`config.mk`:
```
export PLATFORM = sky130hd
export DESIGN_NAME = cmos_gate_bist_flat
export DESIGN_NICKNAME = d
export VERILOG_FILES = /design/src/rtl/cmos_gate_bist_pkg.sv /design/src/rtl/cmos_gate_bist_if.sv /design/src/rtl/bist_lfsr16.sv /design/src/rtl/cmos_gate_bist.sv /design/src/flat_wrapper.sv
export SDC_FILE = /design/constraint.sdc
export NUM_CORES = 1
export LEC_CHECK = 0
export ABC_AREA = 1
export CORE_ASPECT_RATIO = 1.5
export CORE_MARGIN = 1
export CORE_UTILIZATION = 40
export DETAILED_ROUTE_END_ITERATION = 7
export MAX_ROUTING_LAYER = met4
export PLACE_DENSITY = 0.72
export SLEW_MARGIN = 20
export SYNTH_ARGS = -nofsm -noshare
export SYNTH_HDL_FRONTEND = slang
export SYNTH_SLANG_ARGS = --single-unit
```
`constraint.sdc`:
```
create_clock -name clk -period 2.5 [get_ports clk]
set_clock_uncertainty 0.1 [all_clocks]
set_input_delay 0.25 -clock clk [delete_from_list [all_inputs] [get_ports clk]]
set_output_delay 0.25 -clock clk [all_outputs]
set_load 0.005 [all_outputs]
```
`src/rtl/cmos_gate_bist_pkg.sv`:
```
// Shared types and constants for the CMOS gate BIST engine: FSM states, LFSR taps,
// fail_mask bit positions and the golden gate model.
package cmos_gate_bist_pkg;

   typedef enum logic [2:0] {
      ST_IDLE   = 3'd0,
      ST_APPLY  = 3'd1,
      ST_SETTLE = 3'd2,
      ST_CHECK  = 3'd3,
      ST_DONE   = 3'd4
   } state_t;

   localparam int LFSR_W = 16;
   localparam int TAP_A  = 15;
   localparam int TAP_B  = 13;
   localparam int TAP_C  = 12;
   localparam int TAP_D  = 10;

   localparam int GATE_N    = 6;
   localparam int MASK_INV  = 0;
   localparam int MASK_NAND = 1;
   localparam int MASK_NOR  = 2;
   localparam int MASK_XOR  = 3;
   localparam int MASK_XNOR = 4;
   localparam int MASK_COUT = 5;

   // Expected responses for stimulus {in,a,b,cin}, packed in fail_mask bit order.
   function automatic logic [GATE_N-1:0] golden(input logic [3:0] v);
      logic in_b, a, b, cin;
      logic [GATE_N-1:0] r;
      in_b = v[3];
      a    = v[2];
      b    = v[1];
      cin  = v[0];
      r            = '0;
      r[MASK_INV]  = ~in_b;
      r[MASK_NAND] = ~(a & b);
      r[MASK_NOR]  = ~(a | b);
      r[MASK_XOR]  = a ^ b;
      r[MASK_XNOR] = ~(a ^ b);
      r[MASK_COUT] = (a & b) | (a & cin) | (b & cin);
      return r;
   endfunction

endpackage

```
`src/rtl/cmos_gate_bist_if.sv`:
```
// Bundle between the BIST engine and the gate harness / controller.
// Handshake: start is a level request sampled only while the engine is idle; busy
// covers the run; done is a one-cycle completion pulse with pass/err_count/fail_*
// valid from that cycle until the next accepted start.
interface cmos_gate_bist_if;
   logic       start;
   logic       busy;
   logic       done;
   logic       pass;
   logic       stim_in;
   logic       stim_a;
   logic       stim_b;
   logic       stim_cin;
   logic       rsp_inv;
   logic       rsp_nand;
   logic       rsp_nor;
   logic       rsp_xor;
   logic       rsp_xnor;
   logic       rsp_cout;
   logic [7:0] err_count;
   logic [7:0] fail_idx;
   logic [3:0] fail_vec;
   logic [5:0] fail_mask;

   modport master (
      output start, rsp_inv, rsp_nand, rsp_nor, rsp_xor, rsp_xnor, rsp_cout,
      input  busy, done, pass, stim_in, stim_a, stim_b, stim_cin,
      input  err_count, fail_idx, fail_vec, fail_mask
   );

   modport slave (
      input  start, rsp_inv, rsp_nand, rsp_nor, rsp_xor, rsp_xnor, rsp_cout,
      output busy, done, pass, stim_in, stim_a, stim_b, stim_cin,
      output err_count, fail_idx, fail_vec, fail_mask
   );
endinterface

```
`src/rtl/bist_lfsr16.sv`:
```
// 16-bit Fibonacci LFSR (taps 16,14,13,11) with synchronous seed load and
// single-step advance; shared by BIST blocks that need a repeatable sequence.
module bist_lfsr16
   import cmos_gate_bist_pkg::*;
#(
   parameter logic [LFSR_W-1:0] RST_VAL = 16'hACE1
) (
   input  logic              clk,
   input  logic              rst_n,
   input  logic              load,
   input  logic [LFSR_W-1:0] seed,
   input  logic              advance,
   output logic [LFSR_W-1:0] q
);

   logic fb;

   assign fb = q[TAP_A] ^ q[TAP_B] ^ q[TAP_C] ^ q[TAP_D];

   // load wins over advance so a restart always begins from the seed.
   always_ff @(posedge clk or negedge rst_n) begin
      if (!rst_n) begin
         q <= RST_VAL;
      end else if (load) begin
         q <= seed;
      end else if (advance) begin
         q <= {q[LFSR_W-2:0], fb};
      end
   end

endmodule

```
`src/rtl/cmos_gate_bist.sv`:
```
// BIST engine for the switch-level CMOS gate library: drives LFSR stimulus, waits
// for settling, checks six gate responses and records the first failing vector.
module cmos_gate_bist
   import cmos_gate_bist_pkg::*;
#(
   parameter int              NUM_VECTORS   = 10,
   parameter int              SETTLE_CYCLES = 2,
   parameter logic [LFSR_W-1:0] LFSR_SEED   = 16'hACE1
) (
   input  logic   clk,
   input  logic   rst_n,
   cmos_gate_bist_if.slave bus,
   output state_t dbg_state
);

   localparam logic [7:0] LAST_CNT   = 8'(NUM_VECTORS);
   localparam logic [3:0] SETTLE_INI = 4'(SETTLE_CYCLES - 1);

   state_t              state;
   state_t              state_nxt;
   logic                lfsr_load;
   logic                lfsr_adv;
   logic [LFSR_W-1:0]   lfsr_q;
   logic                unused_lfsr;

   logic [3:0]          stim;
   logic [3:0]          settle_cnt;
   logic [7:0]          vec_cnt;
   logic [7:0]          vec_cnt_inc;
   logic                last_vec;
   logic [7:0]          err_count;
   logic [7:0]          err_inc;
   logic [7:0]          fail_idx;
   logic [3:0]          fail_vec;
   logic [GATE_N-1:0]   fail_mask;
   logic                pass;

   logic [GATE_N-1:0]   rsp_vec;
   logic [GATE_N-1:0]   exp_vec;
   logic [GATE_N-1:0]   mism;
   logic                any_mism;

   bist_lfsr16 #(
      .RST_VAL (LFSR_SEED)
   ) u_lfsr (
      .clk     (clk),
      .rst_n   (rst_n),
      .load    (lfsr_load),
      .seed    (LFSR_SEED),
      .advance (lfsr_adv),
      .q       (lfsr_q)
   );

   assign unused_lfsr = ^lfsr_q[LFSR_W-1:4];

   // ---------------- FSM ----------------
   always_ff @(posedge clk or negedge rst_n) begin
      if (!rst_n) begin
         state <= ST_IDLE;
      end else begin
         state <= state_nxt;
      end
   end

   always_comb begin
      state_nxt = state;
      lfsr_load = 1'b0;
      lfsr_adv  = 1'b0;
      case (state)
         ST_IDLE: begin
            if (bus.start) begin
               lfsr_load = 1'b1;
               state_nxt = ST_APPLY;
            end
         end
         ST_APPLY: begin
            lfsr_adv  = 1'b1;
            state_nxt = ST_SETTLE;
         end
         ST_SETTLE: begin
            if (settle_cnt == 4'd0) begin
               state_nxt = ST_CHECK;
            end
         end
         ST_CHECK: begin
            state_nxt = last_vec ? ST_DONE : ST_APPLY;
         end
         ST_DONE: begin
            state_nxt = ST_IDLE;
         end
         default: begin
            state_nxt = ST_IDLE;
         end
      endcase
   end

   // ---------------- Response compare ----------------
   assign rsp_vec = {bus.rsp_cout, bus.rsp_xnor, bus.rsp_xor,
                     bus.rsp_nor, bus.rsp_nand, bus.rsp_inv};
   assign exp_vec = golden(stim);

   // Case inequality makes an undriven or X response count as a failure in simulation.
   always_comb begin
      mism = '0;
      for (int i = 0; i < GATE_N; i++) begin
         mism[i] = (rsp_vec[i] !== exp_vec[i]);
      end
   end

   assign any_mism    = |mism;
   assign vec_cnt_inc = vec_cnt + 8'd1;
   assign last_vec    = (vec_cnt_inc == LAST_CNT);
   assign err_inc     = (err_count == 8'hFF) ? err_count : err_count + 8'd1;

   // ---------------- Datapath ----------------
   always_ff @(posedge clk or negedge rst_n) begin
      if (!rst_n) begin
         stim       <= '0;
         settle_cnt <= '0;
         vec_cnt    <= '0;
         err_count  <= '0;
         fail_idx   <= '0;
         fail_vec   <= '0;
         fail_mask  <= '0;
         pass       <= 1'b0;
      end else begin
         case (state)
            ST_IDLE: begin
               if (bus.start) begin
                  vec_cnt   <= '0;
                  err_count <= '0;
                  fail_idx  <= '0;
                  fail_vec  <= '0;
                  fail_mask <= '0;
                  pass      <= 1'b0;
               end
            end
            ST_APPLY: begin
               stim       <= lfsr_q[3:0];
               settle_cnt <= SETTLE_INI;
            end
            ST_SETTLE: begin
               if (settle_cnt != 4'd0) begin
                  settle_cnt <= settle_cnt - 4'd1;
               end
            end
            ST_CHECK: begin
               if (any_mism) begin
                  err_count <= err_inc;
                  // err_count never wraps, so zero means no earlier failure this run.
                  if (err_count == 8'd0) begin
                     fail_idx  <= vec_cnt;
                     fail_vec  <= stim;
                     fail_mask <= mism;
                  end
               end
               vec_cnt <= vec_cnt_inc;
               if (last_vec) begin
                  pass <= !any_mism && (err_count == 8'd0);
               end
            end
            default: begin
            end
         endcase
      end
   end

   // ---------------- Outputs ----------------
   assign bus.busy      = (state == ST_APPLY) || (state == ST_SETTLE) || (state == ST_CHECK);
   assign bus.done      = (state == ST_DONE);
   assign bus.pass      = pass;
   assign bus.stim_in   = stim[3];
   assign bus.stim_a    = stim[2];
   assign bus.stim_b    = stim[1];
   assign bus.stim_cin  = stim[0];
   assign bus.err_count = err_count;
   assign bus.fail_idx  = fail_idx;
   assign bus.fail_vec  = fail_vec;
   assign bus.fail_mask = fail_mask;
   assign dbg_state     = state;

endmodule
```
`src/flat_wrapper.sv`:
```
// flat-port wrapper written by rule: the top's interface ports become plain ports
module cmos_gate_bist_flat import cmos_gate_bist_pkg::*;
#(
   parameter int              NUM_VECTORS   = 10,
   parameter int              SETTLE_CYCLES = 2,
   parameter logic [LFSR_W-1:0] LFSR_SEED   = 16'hACE1
)
  (clk, rst_n, dbg_state, bus_start, bus_rsp_inv, bus_rsp_nand, bus_rsp_nor, bus_rsp_xor, bus_rsp_xnor, bus_rsp_cout, bus_busy, bus_done, bus_pass, bus_stim_in, bus_stim_a, bus_stim_b, bus_stim_cin, bus_err_count, bus_fail_idx, bus_fail_vec, bus_fail_mask);
  cmos_gate_bist_if bus_i ();
  input  logic clk;
  input  logic rst_n;
  output state_t dbg_state;
  input wire logic [$bits(bus_i.start)-1:0] bus_start;
  input wire logic [$bits(bus_i.rsp_inv)-1:0] bus_rsp_inv;
  input wire logic [$bits(bus_i.rsp_nand)-1:0] bus_rsp_nand;
  input wire logic [$bits(bus_i.rsp_nor)-1:0] bus_rsp_nor;
  input wire logic [$bits(bus_i.rsp_xor)-1:0] bus_rsp_xor;
  input wire logic [$bits(bus_i.rsp_xnor)-1:0] bus_rsp_xnor;
  input wire logic [$bits(bus_i.rsp_cout)-1:0] bus_rsp_cout;
  output wire logic [$bits(bus_i.busy)-1:0] bus_busy;
  output wire logic [$bits(bus_i.done)-1:0] bus_done;
  output wire logic [$bits(bus_i.pass)-1:0] bus_pass;
  output wire logic [$bits(bus_i.stim_in)-1:0] bus_stim_in;
  output wire logic [$bits(bus_i.stim_a)-1:0] bus_stim_a;
  output wire logic [$bits(bus_i.stim_b)-1:0] bus_stim_b;
  output wire logic [$bits(bus_i.stim_cin)-1:0] bus_stim_cin;
  output wire logic [$bits(bus_i.err_count)-1:0] bus_err_count;
  output wire logic [$bits(bus_i.fail_idx)-1:0] bus_fail_idx;
  output wire logic [$bits(bus_i.fail_vec)-1:0] bus_fail_vec;
  output wire logic [$bits(bus_i.fail_mask)-1:0] bus_fail_mask;
  assign bus_i.start = bus_start;
  assign bus_i.rsp_inv = bus_rsp_inv;
  assign bus_i.rsp_nand = bus_rsp_nand;
  assign bus_i.rsp_nor = bus_rsp_nor;
  assign bus_i.rsp_xor = bus_rsp_xor;
  assign bus_i.rsp_xnor = bus_rsp_xnor;
  assign bus_i.rsp_cout = bus_rsp_cout;
  assign bus_busy = bus_i.busy;
  assign bus_done = bus_i.done;
  assign bus_pass = bus_i.pass;
  assign bus_stim_in = bus_i.stim_in;
  assign bus_stim_a = bus_i.stim_a;
  assign bus_stim_b = bus_i.stim_b;
  assign bus_stim_cin = bus_i.stim_cin;
  assign bus_err_count = bus_i.err_count;
  assign bus_fail_idx = bus_i.fail_idx;
  assign bus_fail_vec = bus_i.fail_vec;
  assign bus_fail_mask = bus_i.fail_mask;
  cmos_gate_bist #(.NUM_VECTORS(NUM_VECTORS), .SETTLE_CYCLES(SETTLE_CYCLES), .LFSR_SEED(LFSR_SEED)) u_core (.clk(clk), .rst_n(rst_n), .bus(bus_i), .dbg_state(dbg_state));
endmodule
```
==> results.yml <==
outcome:
  status: "completed"
global_routing:
  grt_pass1_vias: 2398
  gr-total-overflow: 0
  grt_first_pass_wirelength_um: 11100
  grt_start_max_net_pins: 43
  track_usage: 0.190
  antenna_found_initial: 0
floorplanning:
  dieWidth_um: 72.8
  die_h_um: 108
  die-area_sq_um: 7870
  initial_core_util: 0.413
  ios: 45
  core-area_sq_um: 7270
  row_count: 38
finish:
  final_cells: 517
  final_nets: 428
  n_fill_cell: 665
  area_growth_pct: 25.5
  drive_gt1_frac: 0.101
  multi_input_area_sq_um: 1220
  ff_latch_area_sq_um: 1560
  antenna_cells: 0
hold_path:
  hp-class: "in2async"
synth:
  synth-seq-area-share: 0.520
  synth_simple_gate_area_frac: 0.237
  syn_inst: 358
  synth_xor_area_frac: 0.0233
  synthAdderAreaFrac: 0.0292
  synth_compound_area_frac: 0.116
  synth_top_family_by_area: "simple AND/OR/NAND/NOR gates"
  synthMuxAreaShare: 0
  synth-seq-cells: 62
  synth_warnings: 0
  syn-mean-instance-area_sq_um: 8.39
  syn-num-nets: 374
  syn_area_sq_um: 3000
  ys_types: 29
timing:
  slew_violations: 0
  fin_tns_setup_ps: 0
  fin_ws_ps: 280
  hold_ws_ps: 314
  hold_violations: 0
  worst-slew-pin-transition_ps: 503
  finalCriticalPeriod_ps: 2220
  grt_setup_unrepaired: "false"
  setup_viol: 0
  relSlewSlack: 0.665
  fin_crit_sh: 0.888
  max_clock_freq_mhz: 450
cts:
  cts-resized-gates: 0
  cts_buffers: 9
  htree_levels: 3
  cts.sinks: 62
  cts_tree: "yes"
  cts.path.max_buffers: 2
  clk_pin_slew_ps: 70
  cts_root_buffer: "clkbuf_8"
  clkLatencyLatePin_ps: 340
place:
  io_buffers: 44
  pre_cts_slack_ps: 292
  dp.cells: 500
  gp_congestion: 0.873
  dp.final_hpwl_um: 4610
setup_path:
  cp-start-kind: "flop"
  endpoint_kind: "flop"
  path_buf_inv: 2
  arrival_ps: 2340
  cpPeakStageDelay_ps: 400
  path_max_fanout: 9
  crit_family: "simple AND/OR/NAND/NOR gates"
  critPathKind: "reg2reg"
  crit_slowest_cell: "dfrtp_1"
  path_cells: "inv_1 -> ha_1 -> xnor2_1 -> nand2_1 -> nor2_1 -> nand4_2 -> nand3_1 -> buf_4 -> o21ai_1"
  worst_ep_required_time_ps: 2620
routing:
  wl_per_cell_um: 12.2
  vias: 2487
  drt_pass1_iterations: 4
  wl_um: 6300
  vias_per_cell: 4.81
  drtAntennaViolNets: 0
  drc: 0
  drt_iter0_markers: 148
pwr:
  power_density_nw_per_um2: 1180
  ir_drop_v: 0.000711
  leakage_nw: 1.72
flow_run:
  maxCapViolCount: 0
per-stage QoR:
stage | power, mW | cell area, sq um | utilization
finish | 4.47 | 3770 | 0.518
global route | 4.85 | 3770 | 0.518
CTS | 4.52 | 3770 | 0.518
detailed placement | 3.64 | 3570 | 0.491
global placement | 3.58 | 3570 | 0.491
floorplan | 2.92 | 3000 | -
sequential cells by signal (all words and copies together), names as in the netlist, 3 cells and up:
register and flops:
u_core.stim 4, u_core.bus.fail_mask 6, u_core.bus.fail_idx 8, u_core.settle_cnt 4, u_core.bus.err_count 8, u_core.vec_cnt 8
u_core.bus.fail_vec 4, u_core.u_lfsr.q 16, u_core.dbg_state 3
metal layers:
metal	track usage	share of wire	vias to the layer above
li1	-	-	1267
met1	0.232	0.44	1166
met2	0.307	0.52	43
met3	0.0447	0.029	11
met4	0.0630	0.017	0
met5	-	0	-
area by class of cell:
| class | count | share of cell area |
|---|---|---|
| inverter | 43 | 0.0428 |
| timing repair buffer | 52 | 0.135 |
| sequential | 62 | 0.414 |
| tap | 100 | 0.0332 |
| clock inverter | 4 | 0.0126 |
| multi-input combinational | 244 | 0.323 |
| clock buffer | 12 | 0.0385 |
what timing repair did:
item | 4_1_cts | 5_1_grt
endpoints found under the setup margin | 0 | 0
hold buffers | 1 | 0
hold endpoints to repair | 20 | 0
setup buffers | 0 | 0
where the power goes:
| group | switching, mW | internal, mW |
|---|---|---|
| combinational | 1.07 | 0.829 |
| clock | 0.377 | 0.485 |
| sequential | 0.275 | 1.43 |
| total | 1.72 | 2.75 |
logic make-up after synthesis:
group / count (synthesis)
AND/OR/NAND/NOR: 165
AO/OA/AOI/OAI: 64
flip-flops: 62
buffers and inverters: 52
XOR/XNOR: 8
adder cells (fa/ha/maj): 7
worst paths after layout:
kind	startpoint	endpoint	slack, ps	cells past startpoint
max in group asynchronous	rst_n	u_core.u_lfsr.q[11]$_DFFE_PN1P_	1340	3
min	rst_n	u_core.vec_cnt[5]$_DFFE_PN0P_	310	2
max	u_core.stim[2]$_DFFE_PN0P_	u_core.bus.fail_mask[4]$_DFFE_PN0P_	280	9
min reg2reg	u_core.u_lfsr.q[2]$_DFFE_PN0P_	u_core.u_lfsr.q[2]$_DFFE_PN0P_	370	2
min in group clk	u_core.u_lfsr.q[2]$_DFFE_PN0P_	u_core.u_lfsr.q[2]$_DFFE_PN0P_	370	2
max reg2reg	u_core.stim[2]$_DFFE_PN0P_	u_core.bus.fail_mask[4]$_DFFE_PN0P_	280	9
Yosys cell counts (all sizes together):
cell type  number  share of area
nor3            4          0.010
o22ai           4         0.0083
xnor2           5          0.015
xor2            3         0.0087
clkbuf          4         0.0050
or2             3         0.0062
nor3b           1         0.0025
o211ai          6          0.015
o21ai          49          0.083
o21bai          2         0.0050
dfstp           8          0.070
a21oi           3         0.0050
nand2         108           0.14
nor2           21          0.026
buf             5          0.015
inv            43          0.054
nand3          22          0.041
dfrtp          54           0.45
ha              7          0.029
nand4           6          0.015
layout by cell type (no fill, tap or decap), types with 2 or more instances in the layout:
cell type,count
clkbuf_8,10
o21ai_0,28
o21ai_1,20
buf_4,6
clkdlybuf4s50_1,43
clkinv_2,2
dfstp_2,8
nand3_1,21
nor2_1,21
o22ai_1,4
o21bai_1,2
nand2_2,2
nand2_1,106
nor3_1,3
nand4_1,5
or2_2,3
inv_1,40
ha_1,7
dfrtp_1,54
inv_2,3
o211ai_1,6
xor2_1,3
a21oi_1,3
clkbuf_1,2
xnor2_1,5
(Power assumes the default switching activity.)
